===== src/rtl/vline_motion_ctrl_pkg.sv =====
// Shared definitions for the vertical-line controller: FSM states, default
// screen limits and the position width used by the line counters.
package vline_motion_ctrl_pkg;

  typedef enum logic [1:0] {
    S_IDLE = 2'd0,
    S_WAIT = 2'd1,
    S_STEP = 2'd2,
    S_LOAD = 2'd3
  } vstate_e;

  localparam int unsigned YW        = 16;
  localparam int unsigned Y_TOP_DEF = 18;
  localparam int unsigned Y_BOT_DEF = 487;

  function automatic logic [YW-1:0] ylim(input int unsigned v);
    return YW'(v);
  endfunction

endpackage


===== src/rtl/vline_motion_ctrl_if.sv =====
// Control/feedback bundle between VGA timing, the line counter and the
// vertical-line motion controller.
interface vline_motion_ctrl_if;
  import vline_motion_ctrl_pkg::*;

  logic          frame_tick;
  logic          go;
  logic          load_req;
  logic [YW-1:0] ycoord;
  logic          y_utc;
  logic          y_dtc;
  logic          UP;
  logic          DW;
  logic          LD;
  logic          dir_down;
  logic          busy;

  modport master (
    output frame_tick, go, load_req, ycoord, y_utc, y_dtc,
    input  UP, DW, LD, dir_down, busy
  );

  modport slave (
    input  frame_tick, go, load_req, ycoord, y_utc, y_dtc,
    output UP, DW, LD, dir_down, busy
  );
endinterface


===== src/rtl/vline_motion_ctrl_timer.sv =====
// Frame divider: counts frame ticks while enabled and flags the tick that
// completes each group of FRAME_DIV frames.
module frame_step_timer #(
  parameter int unsigned FRAME_DIV = 4
) (
  input  logic clk,
  input  logic reset,
  input  logic i_tick,
  input  logic i_en,
  input  logic i_clr,
  output logic o_step_due
);
  logic [7:0] r_div;
  logic       w_last;

  assign w_last     = (r_div == 8'(FRAME_DIV - 1));
  assign o_step_due = i_en && !i_clr && i_tick && w_last;

  always_ff @(posedge clk or negedge reset) begin
    if (!reset)              r_div <= '0;
    else if (i_clr)          r_div <= '0;
    else if (i_en && i_tick) r_div <= w_last ? 8'd0 : r_div + 8'd1;
  end
endmodule


===== src/rtl/vline_motion_ctrl.sv =====
// Bounces the vertical line between Y_TOP and Y_BOT by strobing the line
// counter's UP/DW/LD inputs at a frame-synchronous rate.
module vline_motion_ctrl
  import vline_motion_ctrl_pkg::*;
#(
  parameter int unsigned Y_TOP     = Y_TOP_DEF,
  parameter int unsigned Y_BOT     = Y_BOT_DEF,
  parameter int unsigned FRAME_DIV = 4,
  parameter int unsigned STEP_PX   = 2
) (
  input  logic                clk,
  input  logic                reset,
  vline_motion_ctrl_if.slave  bus
);
  vstate_e    r_state, w_state_nxt;
  logic       r_phase, w_phase_nxt;
  logic [3:0] r_burst, w_burst_nxt;
  logic       r_dir, w_dir_nxt;
  logic       r_up, r_dw, r_ld, r_busy;
  logic       w_up, w_dw, w_ld;
  logic       w_ld_acc, w_step_due, w_clr, w_at_bot, w_at_top;

  // A second request right on the LD cycle would make LD two cycles long.
  assign w_ld_acc = bus.load_req && !(r_state == S_LOAD && !r_phase);
  assign w_clr    = !bus.go || w_ld_acc || (r_state != S_WAIT);
  assign w_at_bot = bus.y_utc || (bus.ycoord >= ylim(Y_BOT));
  assign w_at_top = bus.y_dtc || (bus.ycoord <= ylim(Y_TOP));

  frame_step_timer #(.FRAME_DIV(FRAME_DIV)) u_timer (
    .clk        (clk),
    .reset      (reset),
    .i_tick     (bus.frame_tick),
    .i_en       (r_state == S_WAIT),
    .i_clr      (w_clr),
    .o_step_due (w_step_due)
  );

  always_comb begin
    w_state_nxt = r_state;
    w_phase_nxt = r_phase;
    w_burst_nxt = r_burst;
    w_dir_nxt   = r_dir;
    w_up        = 1'b0;
    w_dw        = 1'b0;
    w_ld        = 1'b0;
    if (w_ld_acc) begin
      w_state_nxt = S_LOAD;
      w_phase_nxt = 1'b0;
      w_burst_nxt = '0;
      w_ld        = 1'b1;
    end else begin
      unique case (r_state)
        S_IDLE: if (bus.go) w_state_nxt = S_WAIT;
        S_WAIT: begin
          if (!bus.go) w_state_nxt = S_IDLE;
          else if (w_step_due) begin
            w_state_nxt = S_STEP;
            w_phase_nxt = 1'b0;
            w_burst_nxt = 4'(STEP_PX);
          end
        end
        S_STEP: begin
          if (!bus.go) begin
            w_state_nxt = S_IDLE;
            w_phase_nxt = 1'b0;
            w_burst_nxt = '0;
          end else if (r_phase) begin
            // Gap cycle: the counter has absorbed the last strobe by now.
            w_phase_nxt = 1'b0;
            if (r_burst == '0) w_state_nxt = S_WAIT;
          end else if (r_dir ? w_at_bot : w_at_top) begin
            w_dir_nxt   = !r_dir;
            w_burst_nxt = '0;
            w_state_nxt = S_WAIT;
          end else begin
            w_phase_nxt = 1'b1;
            w_burst_nxt = r_burst - 4'd1;
            w_up        = r_dir;
            w_dw        = !r_dir;
          end
        end
        S_LOAD: begin
          if (!r_phase) w_phase_nxt = 1'b1;
          else begin
            w_phase_nxt = 1'b0;
            if (bus.ycoord < ylim(Y_TOP))      w_dir_nxt = 1'b1;
            else if (bus.ycoord > ylim(Y_BOT)) w_dir_nxt = 1'b0;
            w_state_nxt = bus.go ? S_WAIT : S_IDLE;
          end
        end
        default: w_state_nxt = S_IDLE;
      endcase
    end
  end

  always_ff @(posedge clk or negedge reset) begin
    if (!reset) begin
      r_state <= S_IDLE;
      r_phase <= 1'b0;
      r_burst <= '0;
      r_dir   <= 1'b1;
      r_up    <= 1'b0;
      r_dw    <= 1'b0;
      r_ld    <= 1'b0;
      r_busy  <= 1'b0;
    end else begin
      r_state <= w_state_nxt;
      r_phase <= w_phase_nxt;
      r_burst <= w_burst_nxt;
      r_dir   <= w_dir_nxt;
      r_up    <= w_up;
      r_dw    <= w_dw;
      r_ld    <= w_ld;
      r_busy  <= (w_state_nxt == S_STEP);
    end
  end

  assign bus.UP       = r_up;
  assign bus.DW       = r_dw;
  assign bus.LD       = r_ld;
  assign bus.dir_down = r_dir;
  assign bus.busy     = r_busy;
endmodule

===== src/flat_wrapper.sv =====
// flat-port wrapper written by rule: the top's interface ports become plain ports
module vline_motion_ctrl_flat import vline_motion_ctrl_pkg::*;
#(
  parameter int unsigned Y_TOP     = Y_TOP_DEF,
  parameter int unsigned Y_BOT     = Y_BOT_DEF,
  parameter int unsigned FRAME_DIV = 4,
  parameter int unsigned STEP_PX   = 2
)
  (clk, reset, bus_frame_tick, bus_go, bus_load_req, bus_ycoord, bus_y_utc, bus_y_dtc, bus_UP, bus_DW, bus_LD, bus_dir_down, bus_busy);
  vline_motion_ctrl_if bus_i ();
  input  logic clk;
  input  logic reset;
  input wire logic [$bits(bus_i.frame_tick)-1:0] bus_frame_tick;
  input wire logic [$bits(bus_i.go)-1:0] bus_go;
  input wire logic [$bits(bus_i.load_req)-1:0] bus_load_req;
  input wire logic [$bits(bus_i.ycoord)-1:0] bus_ycoord;
  input wire logic [$bits(bus_i.y_utc)-1:0] bus_y_utc;
  input wire logic [$bits(bus_i.y_dtc)-1:0] bus_y_dtc;
  output wire logic [$bits(bus_i.UP)-1:0] bus_UP;
  output wire logic [$bits(bus_i.DW)-1:0] bus_DW;
  output wire logic [$bits(bus_i.LD)-1:0] bus_LD;
  output wire logic [$bits(bus_i.dir_down)-1:0] bus_dir_down;
  output wire logic [$bits(bus_i.busy)-1:0] bus_busy;
  assign bus_i.frame_tick = bus_frame_tick;
  assign bus_i.go = bus_go;
  assign bus_i.load_req = bus_load_req;
  assign bus_i.ycoord = bus_ycoord;
  assign bus_i.y_utc = bus_y_utc;
  assign bus_i.y_dtc = bus_y_dtc;
  assign bus_UP = bus_i.UP;
  assign bus_DW = bus_i.DW;
  assign bus_LD = bus_i.LD;
  assign bus_dir_down = bus_i.dir_down;
  assign bus_busy = bus_i.busy;
  vline_motion_ctrl #(.Y_TOP(Y_TOP), .Y_BOT(Y_BOT), .FRAME_DIV(FRAME_DIV), .STEP_PX(STEP_PX)) u_core (.clk(clk), .reset(reset), .bus(bus_i));
endmodule

===== config.mk =====
export PLATFORM = sky130hd
export DESIGN_NAME = vline_motion_ctrl_flat
export DESIGN_NICKNAME = d
export VERILOG_FILES = /design/src/rtl/vline_motion_ctrl_pkg.sv /design/src/rtl/vline_motion_ctrl_if.sv /design/src/rtl/vline_motion_ctrl_timer.sv /design/src/rtl/vline_motion_ctrl.sv /design/src/flat_wrapper.sv
export SDC_FILE = /design/constraint.sdc
export NUM_CORES = 1
export LEC_CHECK = 0
export BUFFER_PORTS_ARGS = -buffer_cell sky130_fd_sc_hd__buf_2
export CORE_MARGIN = 8
export CORE_UTILIZATION = 54
export CTS_CLUSTER_SIZE = 28
export DETAILED_ROUTE_END_ITERATION = 10
export PLACE_DENSITY = 0.78
export SYNTH_ARGS = -nofsm -noshare
export SYNTH_HDL_FRONTEND = slang
export SYNTH_SLANG_ARGS = --single-unit

===== constraint.sdc =====
create_clock -name clk -period 3 [get_ports clk]
set_clock_uncertainty 0.15 [all_clocks]
set_input_delay 0.6 -clock clk [delete_from_list [all_inputs] [get_ports clk]]
set_output_delay 0.6 -clock clk [all_outputs]
set_load 0.1 [all_outputs]

## Yosys cells after proc, flatten, opt, wreduce, memory -nomap -nowiden

Cells that the tools add are included.

| word-level totals | value |
|---|---|
| register bits | 20 |
| latch bits | 0 |
| RAM bits | 0 |
| bits in read-only memories | 0 |
| bits of input ports | 23 |
| output and inout port bits | 5 |
| logic and storage cells | 102 |
| memories | 0 |

| cells by class | value |
|---|---|
| $add $sub $neg | 2 |
| $mul | 0 |
| divide/modulo/power cells | 0 |
| $lt $le $gt $ge | 4 |
| equality and inequality tests | 14 |
| shift-type cells | 0 |
| mux-type cells | 48 |
| bitwise logic cells | 1 |
| reductions and logical operators | 24 |

Operator list:

| operator | count |
|---|---|
| $mux 1 | 26 |
| $mux 4 | 6 |
| $mux 8 | 3 |
| $mux 2 | 9 |
| $ge 16x9->1 const B | 1 |
| $gt 16x9->1 const B | 1 |
| $le 16x5->1 const B | 1 |
| $lt 16x5->1 const B | 1 |
| $add 8x1->8 const B | 1 |
| $eq 8x2->1 const B | 1 |
| $pmux 2 s4 | 1 |
| $pmux 4 s2 | 1 |
| $reduce_and 7->1 | 1 |
| $eq 2x2->1 const B | 3 |
| $logic_and 1x1->1 | 6 |
| $ne 2x1->1 const B | 3 |
| $logic_not 1->1 | 5 |
| $logic_not 4->1 | 1 |
| $logic_or 1x1->1 | 4 |
| $ne 2x2->1 const B | 2 |
| $ne 4x4->1 const B | 1 |
| $reduce_and 4->1 | 1 |
| $reduce_bool 2->1 | 2 |
| $reduce_bool 4->1 | 1 |
| 11 further kinds | 11 |

## Depth between registers and ports, before layout

Gate-level depths: netlist of run 1.

| depth | value |
|---|---|
| depth in word-level cells | 15 |
| gate-level depth with buffers | 8 |

## Modules after synthesis

A second synthesis of run 1 with hierarchy kept.

| second synthesis, totals | value |
|---|---|
| cell total of the unflattened synthesis | 159 |
| area, all modules | 1412.6 um2 |

By module, submodules not included:

| module | times used | cells each | area an instance (um2) | sequential area each (um2) |
|---|---|---|---|---|
| vline_motion_ctrl | 1 | 111 | 950.9 | 301.5 |
| frame_step_timer | 1 | 48 | 461.7 | 200.2 |

## Worst setup path after synthesis of run 1

Ideal clock, no wire load.

| timing | value |
|---|---|
| kind | input -> register |
| start point | input port bus_ycoord[6] |
| end point | register u_core.r_dir, in the netlist u_core.bus.dir_down |
| library setup time | 0.085 ns |
| arrival | 2.409 ns |
| data required time | 2.765 ns |
| setup slack | 0.357 ns |
| stages on the path | 5 |
| buffers on the path | 0 |
| path through | or4_4 a2111oi_4 o32ai_4 a2111oi_2 mux2_1 |

| between the ends | value |
|---|---|
| longest elaborated chain between the ends | 5 |
| elaborated cells between the ends (all ways) | 13 |

Ends and longest elaborated chain:

| element | line | source |
|---|---|---|
| start, declared | flat_wrapper.sv:16 | `input wire logic [$bits(bus_i.ycoord)-1:0] bus_ycoord;` |
| $le 16x5->1 / $ge 16x9->1 (equally long branches) | vline_motion_ctrl.sv:27, vline_motion_ctrl.sv:26 |  |
| $logic_or 1x1->1 (on tied branches) | vline_motion_ctrl.sv:27, vline_motion_ctrl.sv:26 |  |
| $mux 1 | vline_motion_ctrl.sv:71 | `end else if (r_dir ? w_at_bot : w_at_top) begin` |
| $ne 2x1->1 (no line) | - |  |
| $reduce_and 7->1 (no line) | - |  |
| end signal, assigned | vline_motion_ctrl.sv:110 | `r_dir <= w_dir_nxt;` |
| end, declared | vline_motion_ctrl.sv:18 | `logic r_dir, w_dir_nxt;` |

Several ways; a longest one is shown, not always the timed one. The select of a mux whose other input is x is not followed.
A chain may end at the register's enable or synchronous reset.

## Worst setup path after layout of run 1

Same ends and word-level chain as after synthesis.

==> key figures, run 1 <==
Place
  • Port bufs: 27
  • GP Congestion: around 0.86
  • HPWL Detailed: approximately 2.7 mm
  • Pre-CTS WS: 0.0892 ns
  • Placed Cells: 207

Finish
  • Filler instances: 216
  • Fin util: roughly two thirds
  • Most common cell after layout, fill and taps aside: buf_2
  • Layout Cells excl Fill: around 210
  • Ratio of cells with drive above 1 in the final layout: around a quarter
  • Layout area overhead: 14.5%
  • N_diodes: 0
  • Commonest non-fill, non-tap cells in the layout: buf_2 (27), dfrtp_1 (19), nand3_1 (11)
  • # nets final: roughly 210

Synthesis
  • Count of yosys warnings during synthesis: 0
  • Post-synth EDFFs: 0
  • Synth Instances: 155
  • Synthesized flop and latch total: 20
  • Async SR Flop Fraction: 100%
  • Synth Cell Area: roughly 1400 sq um
  • Library cells used by synthesis: 53
  • Syn_nets: 185
  • Sequential-to-total area share from yosys stat: roughly a third
  • Most common flop cell mapped by yosys: dfrtp_1
  • Syn_area_per_cell: around 9.2 sq um

Setup path
  • Critical Path Source Type: primary input
  • Internal reg-to-reg setup slack: approximately 0.53 ns
  • Reg-to-Reg Start: u_core.r_state[0]
  • Critical path peak fanout: 9
  • Reg2Reg Capture Point: u_core.bus.dir_down
  • Critical setup path kind: primary input to flop
  • Critical path data arrival time: 2.68 ns
  • Worst Setup EP: u_core.bus.dir_down
  • Worst EP required: ~3 ns
  • R2r worst-path depth: 6
  • CP startpoint: bus_ycoord[6]
  • Type of destination of the critical path: flop

Clocking
  • Clk root buf: clkbuf_4
  • Clock Latency Late Sink: 0.30 ns
  • Clock tree buffer depth: 2
  • Post-CTS Hold Buffers: 0
  • H-tree depth: 1
  • CTS Sinks: 20
  • TritonCTS clock tree: done
  • Reg clk slew, reported paths: between 0.1 and 0.15 ns
  • Num CTS Buffers: 3
  • Post-CTS sizing: 0
  • Postcts setup bufs: 0

Timing
  • Final hold vios: 0
  • Finish-stage setup viols: 0
  • Final Critical Period: 2.60 ns
  • Fmax: around 0.38 GHz
  • Setup WS post-layout: between 0.4 and 0.5 ns
  • Setup_tns: 0 ns
  • RSZ-0062 raised after global routing: no
  • Final Cycle Share: just under 90%
  • Slew HR: ~55%
  • Max Slew Vio Count: 0
  • Worst Tran Pin Value: 0.671 ns

Routing
  • Met3 wire length: 200 microns
  • Top sig layer: met4
  • Final WL: approximately 3.4 mm
  • Mean routed wirelength per cell: 16.2 microns
  • Remaining antenna violation count: 0
  • Pre-Repair DR Iteration Count: 4
  • Routed vias/inst: slightly above 6
  • Via count: 1,315
  • Metal-1 WL: around 1.4 mm
  • First DRT Iteration DRCs: approximately 140
  • DRC Markers: 0
  • Routed wl met2: 1.83 mm

Floorplanning
  • Starting Density: 57.4%
  • Die area: 4530 sq um
  • Die width: between 60 and 70 microns
  • Row Count: 18
  • Ports: 28
  • Core box area: around 2500 sq um
  • Die height: ~67 microns

GRT
  • Initial antenna violation count: 0
  • Largest net degree at the start of global routing: 21
  • Global-route wire length before repair: between 6 and 7 mm
  • Total grt overflow: 0
  • Vias in the first global route: approximately 1,400
  • Gr usage total: 16.5%

Job
  • Max-cap violations: 0

Pwr
  • PD cells: 774 nW/um^2
  • Peak supply drop: between 0.0005 and 0.0006 V
  • P_leak: about 0.73 nW

Run status
  • Outcome: finished clean

Min path
  • Hold Crit Class: primary input to async pin
how the worst min path moves through the flow:
stage / from / end
2_1_floorplan: reset / u_core.bus.DW
3_3_place_gp: u_core.r_burst[0] / u_core.r_burst[0]
3_5_place_dp: u_core.r_burst[0] / u_core.r_burst[0]
4_1_cts: reset / u_core.r_state[1]
5_1_grt: reset / u_core.r_state[0]
6_report: reset / u_core.r_state[1]
cell families (layout without fill, tap and decap cells):
| logic type | Yosys count | in the layout | synth area share, % |
|---|---|---|---|
| AND/OR/NAND/NOR | 64 | 64 | 26.5 |
| adder cells (fa/ha/maj) | 7 | 7 | 6.16 |
| flip-flops | 20 | 20 | 35.3 |
| multiplexers | 3 | 3 | 2.29 |
| XOR/XNOR | 2 | 2 | 1.23 |
| AO/OA/AOI/OAI | 44 | 44 | 24.6 |
| buffers and inverters | 15 | 41 | 3.96 |
sequential cells by signal, indices dropped and copies added (netlist names):
register and count:
u_core.bus.DW 1, u_core.bus.LD 1, u_core.bus.UP 1, u_core.bus.busy 1, u_core.bus.dir_down 1, u_core.r_burst 4, u_core.r_phase 1, u_core.r_state 2
u_core.u_timer.r_div 8
layer usage:
metal / up-vias / track usage, %
met4: 0 / 5.48
met1: 636 / 18.6
met3: 4 / 2.98
met2: 36 / 30.6
li1: 639 / -
met5: - / 0
worst max-delay path, stage by stage:
cell       delay [ns]
buf_2            0.10
or4_4            0.54
a2111oi_4        0.38
o32ai_4          0.21
a2111oi_2        0.48
mux2_1           0.37
cell usage after synthesis (all sizes together) (2+ instances only):
master	number	area [sq um]
dfrtp	19	475
nand3	11	55.1
a21oi	10	50.1
inv	10	37.5
nand2	9	33.8
nor2	9	33.8
ha	7	87.6
o21ai	6	30.0
clkbuf	5	18.8
nand2b	5	31.3
a22o	4	35.0
a31oi	4	25.0
nor4b	4	41.3
a2111oi	3	51.3
nand3b	3	22.5
nand4	3	18.8
nor3	3	15.0
o31ai	3	22.5
or2	3	18.8
or3	3	18.8
a21o	2	15.0
and3	2	12.5
mux2	2	22.5
nor4	2	12.5
or4	2	22.5
area by class of cell:
class | instances | area (sq um) | share of cell area [%]
flip-flops and latches | 20 | 502 | 30.8
inverters | 10 | 37.5 | 2.30
clock buffers | 3 | 22.5 | 1.38
repair buffers | 27 | 135 | 8.29
clock inverters | 1 | 30.0 | 1.84
multi-input cells | 120 | 865 | 53.1
well taps | 30 | 37.5 | 2.30
where the power goes:
group          total [mW]  switching [mW]  internal [mW]
clock               0.219          0.0836          0.135
sequential          0.380          0.0581          0.322
combinational       0.662           0.436          0.226
total                1.26           0.577          0.683
through the flow:
stage / cell area, sq um / total power, mW / hold slack [ns]
floorplan: 1420 / 0.893 / 0.154
global placement: 1580 / 1.01 / 0.333
detailed placement: 1580 / 1.04 / 0.342
CTS: 1630 / 1.26 / 0.0871
global route: 1630 / 1.36 / 0.0877
finish: 1630 / 1.26 / 0.0785
Power figures use the tool's default switching activity.
==> run 2, diff against run 1 <==
BUFFER_PORTS_ARGS = not set   (was -buffer_cell sky130_fd_sc_hd__buf_2)
CORE_UTILIZATION = 60   (was 54)
DONT_BUFFER_PORTS = 1   (was not set)
PLACE_DENSITY = not set   (was 0.78)
PLACE_DENSITY_LB_ADDON = 0.08   (was not set)
==> key figures, run 2 (same netlist as run 1, synthesis figures left out) <==
Run status
  • Outcome: finished clean (unchanged)

Finish
  • Largest regs: u_core.u_timer.r_div x8, u_core.r_burst x4, u_core.r_state x2 (unchanged)
  • Max reg flops: 8 (unchanged)
  • Most common cell after layout, fill and taps aside: dfrtp_1 (was buf_2)
  • Layout Cells excl Fill: 184 (was 211)
  • Ratio of cells with drive above 1 in the final layout: 10.9% (was 23.8%)
  • Final Instance Area: 1510 sq um (was 1630 sq um)
  • Commonest non-fill, non-tap cells in the layout: dfrtp_1 (19), nand3_1 (11), a21oi_1 (10) (was buf_2 (27), dfrtp_1 (19), nand3_1 (11))
  • Fin util: 67.6% (was 65.8%)
  • Filler instances: 180 (was 216)
  • # nets final: 187 (was 212)
  • N_diodes: 0 (unchanged)
  • Layout area overhead: 6.07% (was 14.5%)
  • Largest Register: u_core.u_timer.r_div (unchanged)

Pwr
  • Total power: 1.25 mW (was 1.26 mW)
  • PD cells: 825 nW/um^2 (was 774 nW/um^2)
  • Peak supply drop: 0.000706 V (was 0.000512 V)
  • P_leak: 0.624 nW (was 0.726 nW)

GRT
  • Total grt overflow: 0 (unchanged)
  • GRT busiest layer: met2 (unchanged)
  • Gr usage total: 15.7% (was 16.5%)
  • Largest net degree at the start of global routing: 21 (unchanged)
  • Met2 Use GR: 25.1% (was 30.6%)
  • Initial antenna violation count: 0 (unchanged)
  • Vias in the first global route: 1,154 (was 1,386)
  • Global-route wire length before repair: 5.46 mm (was 6.01 mm)
  • Global routing usage on met1: 20.7% (was 18.6%)
  • Met3 Use GR: 3.61% (was 2.98%)

Floorplanning
  • Row Count: 17 (was 18)
  • Die width: 64.7 microns (was 67.3 microns)
  • Core box area: 2230 sq um (was 2480 sq um)
  • Starting Density: 63.7% (was 57.4%)
  • Die area: 4190 sq um (was 4530 sq um)
  • Ports: 28 (unchanged)
  • Die height: 64.7 microns (was 67.3 microns)

Setup path
  • Internal reg-to-reg setup slack: 0.52 ns (was 0.53 ns)
  • Reg2Reg Capture Point: u_core.u_timer.r_div[7] (was u_core.bus.dir_down)
  • Critical path peak fanout: 10 (was 9)
  • Worst Setup EP: u_core.u_timer.r_div[7] (was u_core.bus.dir_down)
  • Critical Path Source Type: flop (was primary input)
  • Worst path max stage delay: 0.59 ns (was 0.54 ns)
  • Critical-path cell list: ha_1 -> nand2b_1 -> nand2_1 -> inv_2 -> nor3_1 -> a21o_1 -> a22o_1 (was buf_2 -> or4_4 -> a2111oi_4 -> o32ai_4 -> a2111oi_2 -> mux2_1)
  • CP startpoint: u_core.r_state[0] (was bus_ycoord[6])
  • Reg-to-Reg Start: u_core.r_state[0] (unchanged)
  • Critical path data arrival time: 2.58 ns (was 2.68 ns)
  • Worst EP required: 3.10 ns (was 3.08 ns)
  • Critical setup path kind: flop to flop (was primary input to flop)
  • Critical-path top delay cell: nor3_1 (was or4_4)
  • R2r worst-path depth: 7 (was 6)
  • Type of destination of the critical path: flop (unchanged)

Clocking
  • CTS Sinks: 20 (unchanged)
  • Clock Latency Late Sink: 0.30 ns (about the same)
  • Postcts setup bufs: 0 (unchanged)
  • Reg clk slew, reported paths: 0.12 ns (about the same)
  • Num CTS Buffers: 3 (unchanged)
  • TritonCTS clock tree: done (unchanged)
  • Clock tree buffer depth: 2 (unchanged)
  • Clk root buf: clkbuf_4 (unchanged)
  • H-tree depth: 1 (unchanged)

Timing
  • Setup_tns: 0 ns (unchanged)
  • Slew HR: 38.2% (was 54.9%)
  • Final hold vios: 0 (unchanged)
  • Setup WS post-layout: 0.520 ns (was 0.401 ns)
  • WHS: 0.310 ns (was 0.0785 ns)
  • RSZ-0062 raised after global routing: no (unchanged)
  • Fmax: 0.403 GHz (was 0.385 GHz)
  • Final Critical Period: 2.48 ns (was 2.60 ns)
  • Finish-stage setup viols: 0 (unchanged)
  • Worst Tran Pin Value: 0.924 ns (was 0.671 ns)
  • Final Cycle Share: 82.7% (was 86.6%)
  • Max Slew Vio Count: 0 (unchanged)

Routing
  • First DRT Iteration DRCs: 73 (was 144)
  • Mean routed wirelength per cell: 17.4 microns (was 16.2 microns)
  • DRC Markers: 0 (unchanged)
  • Remaining antenna violation count: 0 (unchanged)
  • Via count: 1,262 (was 1,315)
  • Pre-Repair DR Iteration Count: 4 (unchanged)
  • Routed vias/inst: 6.86 (was 6.23)
  • Final WL: 3.20 mm (was 3.42 mm)

Job
  • Max-cap violations: 0 (unchanged)

Place
  • GP Congestion: 0.864 (was 0.863)
  • Pre-CTS WS: 0.271 ns (was 0.0892 ns)
  • Placed Cells: 179 (was 207)
  • Port bufs: 0 (was 27)
  • HPWL Detailed: 2.38 mm (was 2.67 mm)
  • Cell Area, Placed: 1450 sq um (was 1580 sq um)

Min path
  • Hold Crit Class: primary input to flop (was primary input to async pin)
## run 2: critical path, delay by kind of cell (launching register included)
| kind | cells | cell delay [ns] |
|---|---|---|
| DFF | 1 | 0.50 |
| AOI/OAI and AO/OA | 2 | 0.28 |
| and+or+nand+nor | 3 | 0.96 |
| adders and majority gates | 1 | 0.38 |
| buffers and inverters | 1 | 0.14 |
## run 2: how the worst min path moves through the flow
stage	start	end	depth (start not counted)
after floorplan	reset	u_core.bus.DW	0
after global placement	reset	u_core.bus.DW	0
after detailed placement	reset	u_core.r_burst[3]	0
after CTS	bus_load_req	u_core.r_phase	2
after global routing	bus_load_req	u_core.r_phase	2
final	bus_load_req	u_core.r_phase	2
## run 2: area by class of cell
cell class	count	area (sq um)	area share, %
clock buffers	3	22.5	1.49
well taps	28	35.0	2.32
flip-flops and latches	20	502	33.3
inverters	10	37.5	2.49
repair buffers	2	17.5	1.16
multi-input cells	120	865	57.3
clock inverters	1	30.0	1.99
## run 2: where the power goes
group	switching, mW	internal, mW
combinational	0.357	0.214
sequential	0.132	0.320
clock	0.0871	0.135
total	0.576	0.669
## run 2: layer usage
layer / wire [microns] / part of all wire, %
met1: 1380 / 43
met3: 255 / 8.0
met4: 37 / 1.2
met5: 0 / 0
met2: 1530 / 48
## run 2: timing repair
item                      CTS  global route
hold buffers                1             0
gates resized for setup     0             0
hold endpoints to repair   20             0
==> run 3, diff against run 2 <==
ABC_AREA = 1   (was not set)
clock period = 2.5 ns   (was 3 ns; I/O delays follow)
==> key figures, run 3 <==
Finish
  • Ratio of cells with drive above 1 in the final layout: 10.1% (was 10.9%)
  • Layout area overhead: 7.62% (was 6.07%)
  • Most common cell after layout, fill and taps aside: nand2_1 (was dfrtp_1)
  • N_diodes: 0 (unchanged)
  • Max reg flops: 8 (unchanged)
  • # nets final: 239 (was 187)
  • Largest Register: u_core.u_timer.r_div (unchanged)
  • Largest regs: u_core.u_timer.r_div x8, u_core.r_burst x4, u_core.r_state x2 (unchanged)
  • Commonest non-fill, non-tap cells in the layout: nand2_1 (49), inv_1 (30), nor2_1 (25) (was dfrtp_1 (19), nand3_1 (11), a21oi_1 (10))
  • Final Instance Area: 1520 sq um (was 1510 sq um)

Job
  • Max-cap violations: 0 (unchanged)

Synthesis
  • Top cells by count, synth: nand2_1 (49), inv_1 (30), nor2_1 (25), dfrtp_1 (19), nand3_1 (13) (was dfrtp_1 (19), nand3_1 (11), a21oi_1 (10))
  • Async SR Flop Fraction: 100% (unchanged)
  • Library cells used by synthesis: 29 (was 53)
  • Most common flop cell mapped by yosys: dfrtp_1 (unchanged)
  • Syn_area_per_cell: 7.09 sq um (was 9.18 sq um)
  • Synth area leaders: dfrtp_1 (34%), nand2_1 (13%), inv_1 (8.0%) (was dfrtp_1 (33%), ha_1 (6.2%), nand3_1 (3.9%))
  • Count of yosys warnings during synthesis: 0 (unchanged)
  • Most common cell in the netlist: nand2_1 (was dfrtp_1)
  • Sequential-to-total area share from yosys stat: 35.5% (was 35.3%)
  • Yosys top cell area share: 33.7% (was 33.4%)
  • Synth Cell Area: 1410 sq um (was 1420 sq um)
  • Post-synth EDFFs: 0 (unchanged)
  • Synth Instances: 199 (was 155)
  • Syn_nets: 229 (was 185)
  • Synthesized flop and latch total: 20 (unchanged)
  • Biggest area consumer among synthesized cells: dfrtp_1 (unchanged)

Clocking
  • Reg clk slew, reported paths: 0.12 ns (about the same)
  • TritonCTS clock tree: done (unchanged)
  • H-tree depth: 1 (unchanged)
  • Clock Latency Late Sink: 0.30 ns (about the same)
  • Clock tree buffer depth: 2 (unchanged)
  • Num CTS Buffers: 3 (unchanged)
  • CTS Sinks: 20 (unchanged)
  • Clk root buf: clkbuf_4 (unchanged)

Min path
  • Hold Crit Class: primary input to flop (unchanged)

Timing
  • Final Cycle Share: 83.5% (was 82.7%)
  • Setup_tns: 0 ns (unchanged)
  • Finish-stage setup viols: 0 (unchanged)
  • Final Critical Period: 2.09 ns (was 2.48 ns)
  • RSZ-0062 raised after global routing: no (unchanged)
  • Fmax: 0.479 GHz (was 0.403 GHz)
  • Final hold vios: 0 (unchanged)
  • Worst Tran Pin Value: 0.898 ns (was 0.924 ns)
  • Slew HR: 39.9% (was 38.2%)
  • Max Slew Vio Count: 0 (unchanged)

Setup path
  • Critical Path Source Type: flop (unchanged)
  • Critical setup path kind: flop to flop (unchanged)
  • Type of destination of the critical path: flop (unchanged)
  • Critical path data arrival time: 2.18 ns (was 2.58 ns)
  • Critical path peak fanout: 7 (was 10)
  • Worst EP required: 2.59 ns (was 3.10 ns)

Place
  • GP Congestion: 0.907 (was 0.864)
  • Port bufs: 0 (unchanged)
  • Cell Area, Placed: 1470 sq um (was 1450 sq um)
  • HPWL Detailed: 2.69 mm (was 2.38 mm)

Floorplanning
  • Core box area: 2210 sq um (was 2230 sq um)
  • Ports: 28 (unchanged)
  • Row Count: 17 (unchanged)
  • Die height: 64.5 microns (was 64.7 microns)
  • Die area: 4160 sq um (was 4190 sq um)
  • Starting Density: 63.8% (was 63.7%)
  • Die width: 64.5 microns (was 64.7 microns)

Routing
  • Routed vias/inst: 5.56 (was 6.86)
  • Mean routed wirelength per cell: 13.8 microns (was 17.4 microns)
  • Final WL: 3.25 mm (was 3.20 mm)
  • Remaining antenna violation count: 0 (unchanged)
  • Pre-Repair DR Iteration Count: 4 (unchanged)
  • Via count: 1,311 (was 1,262)
  • First DRT Iteration DRCs: 112 (was 73)
  • DRC Markers: 0 (unchanged)

GRT
  • Global-route wire length before repair: 5.77 mm (was 5.46 mm)
  • Total grt overflow: 0 (unchanged)
  • Initial antenna violation count: 0 (unchanged)
  • Vias in the first global route: 1,411 (was 1,154)
  • Largest net degree at the start of global routing: 21 (unchanged)
  • Gr usage total: 16.7% (was 15.7%)

Pwr
  • P_leak: 0.762 nW (was 0.624 nW)
  • Total power: 1.53 mW (was 1.25 mW)
  • Peak supply drop: 0.000731 V (was 0.000706 V)
  • PD cells: 1010 nW/um^2 (was 825 nW/um^2)

Run status
  • Outcome: finished clean (unchanged)
run 3: changes by cell type in the layout (fill, tap and decap cells not counted), sizes merged, moves of 4 or more:
cell,previous run,this run
buf,1,5
a22o,4,0
nor3,3,9
nor2,9,28
nand2,9,53
nor4b,4,0
nand2b,5,0
o21ai,6,10
inv,10,32
run 3: metrics by stage:
stage,cells,utilization [%],hold slack [ns],setup WS (ns)
floorplan,199,-,0.0544,0.662
CTS,236,68.7,0.235,0.423
global placement,231,66.6,0.0550,0.547
global route,236,68.7,0.240,0.212
finish,236,68.7,0.240,0.412
detailed placement,231,66.6,0.0550,0.461
run 3: metal layers:
metal / vias to the layer above / GRT usage, % / routed length (microns) / share of wire (%)
li1: 662 / - / - / -
met1: 607 / 17.9 / 1300 / 40
met2: 35 / 30.9 / 1730 / 53
met3: 7 / 3.61 / 165 / 5.1
met4: 0 / 6.81 / 48 / 1.5
met5: - / 0 / 0 / 0
run 3: cells by family (layout without fill, tap and decap cells):
group	Yosys count	after routing	synth area share, %
and+or+nand+nor	110	110	36.5
buffers and inverters	33	42	9.31
AOI/OAI and AO/OA	27	27	11.2
adders and majority gates	7	7	6.21
DFF	20	20	35.6
xor gates and xnor gates	2	2	1.24
run 3: where the power goes:
group	total [mW]	internal, mW	switching [mW]
Sequential	0.466	0.397	0.0689
Combinational	0.877	0.267	0.610
Clock	0.191	0.0888	0.102
Total	1.53	0.753	0.781
run 3: worst paths after layout:
kind	end	slack (ns)	from	cells past startpoint
setup / recovery	u_core.r_burst[3]	0.41	u_core.r_state[1]	10
max in group asynchronous	u_core.r_state[0]	1.04	reset	1
setup reg to reg	u_core.r_burst[3]	0.41	u_core.r_state[1]	10
hold / removal	u_core.bus.LD	0.24	bus_load_req	2
min in group asynchronous	u_core.u_timer.r_div[2]	0.61	reset	1
hold reg to reg	u_core.r_burst[0]	0.38	u_core.r_burst[0]	1
run 3: what timing repair did:
action	CTS	global route
endpoints found under the hold margin	20	0
hold buffers	1	0
setup buffers	0	0
gates resized for setup	0	0
run 3: final cells by class:
type	count	area, sq um
Fill cell	201	693
Clock buffer	4	36.3
Tap cell	28	35.0
Timing Repair Buffer	6	47.5
Sequential cell	20	502
Inverter	32	120
Multi-Input combinational cell	146	778
run 3: worst max-delay path, stage by stage (launching register included):
cell and delay (ns):
dfrtp_1 0.44, ha_1 0.35, nand2_4 0.09, nand2_4 0.10
nand2_4 0.06, nor3_4 0.20, or2_1 0.30, nand3_2 0.10
nand2_1 0.08, nand2_1 0.05, nor2_1 0.09
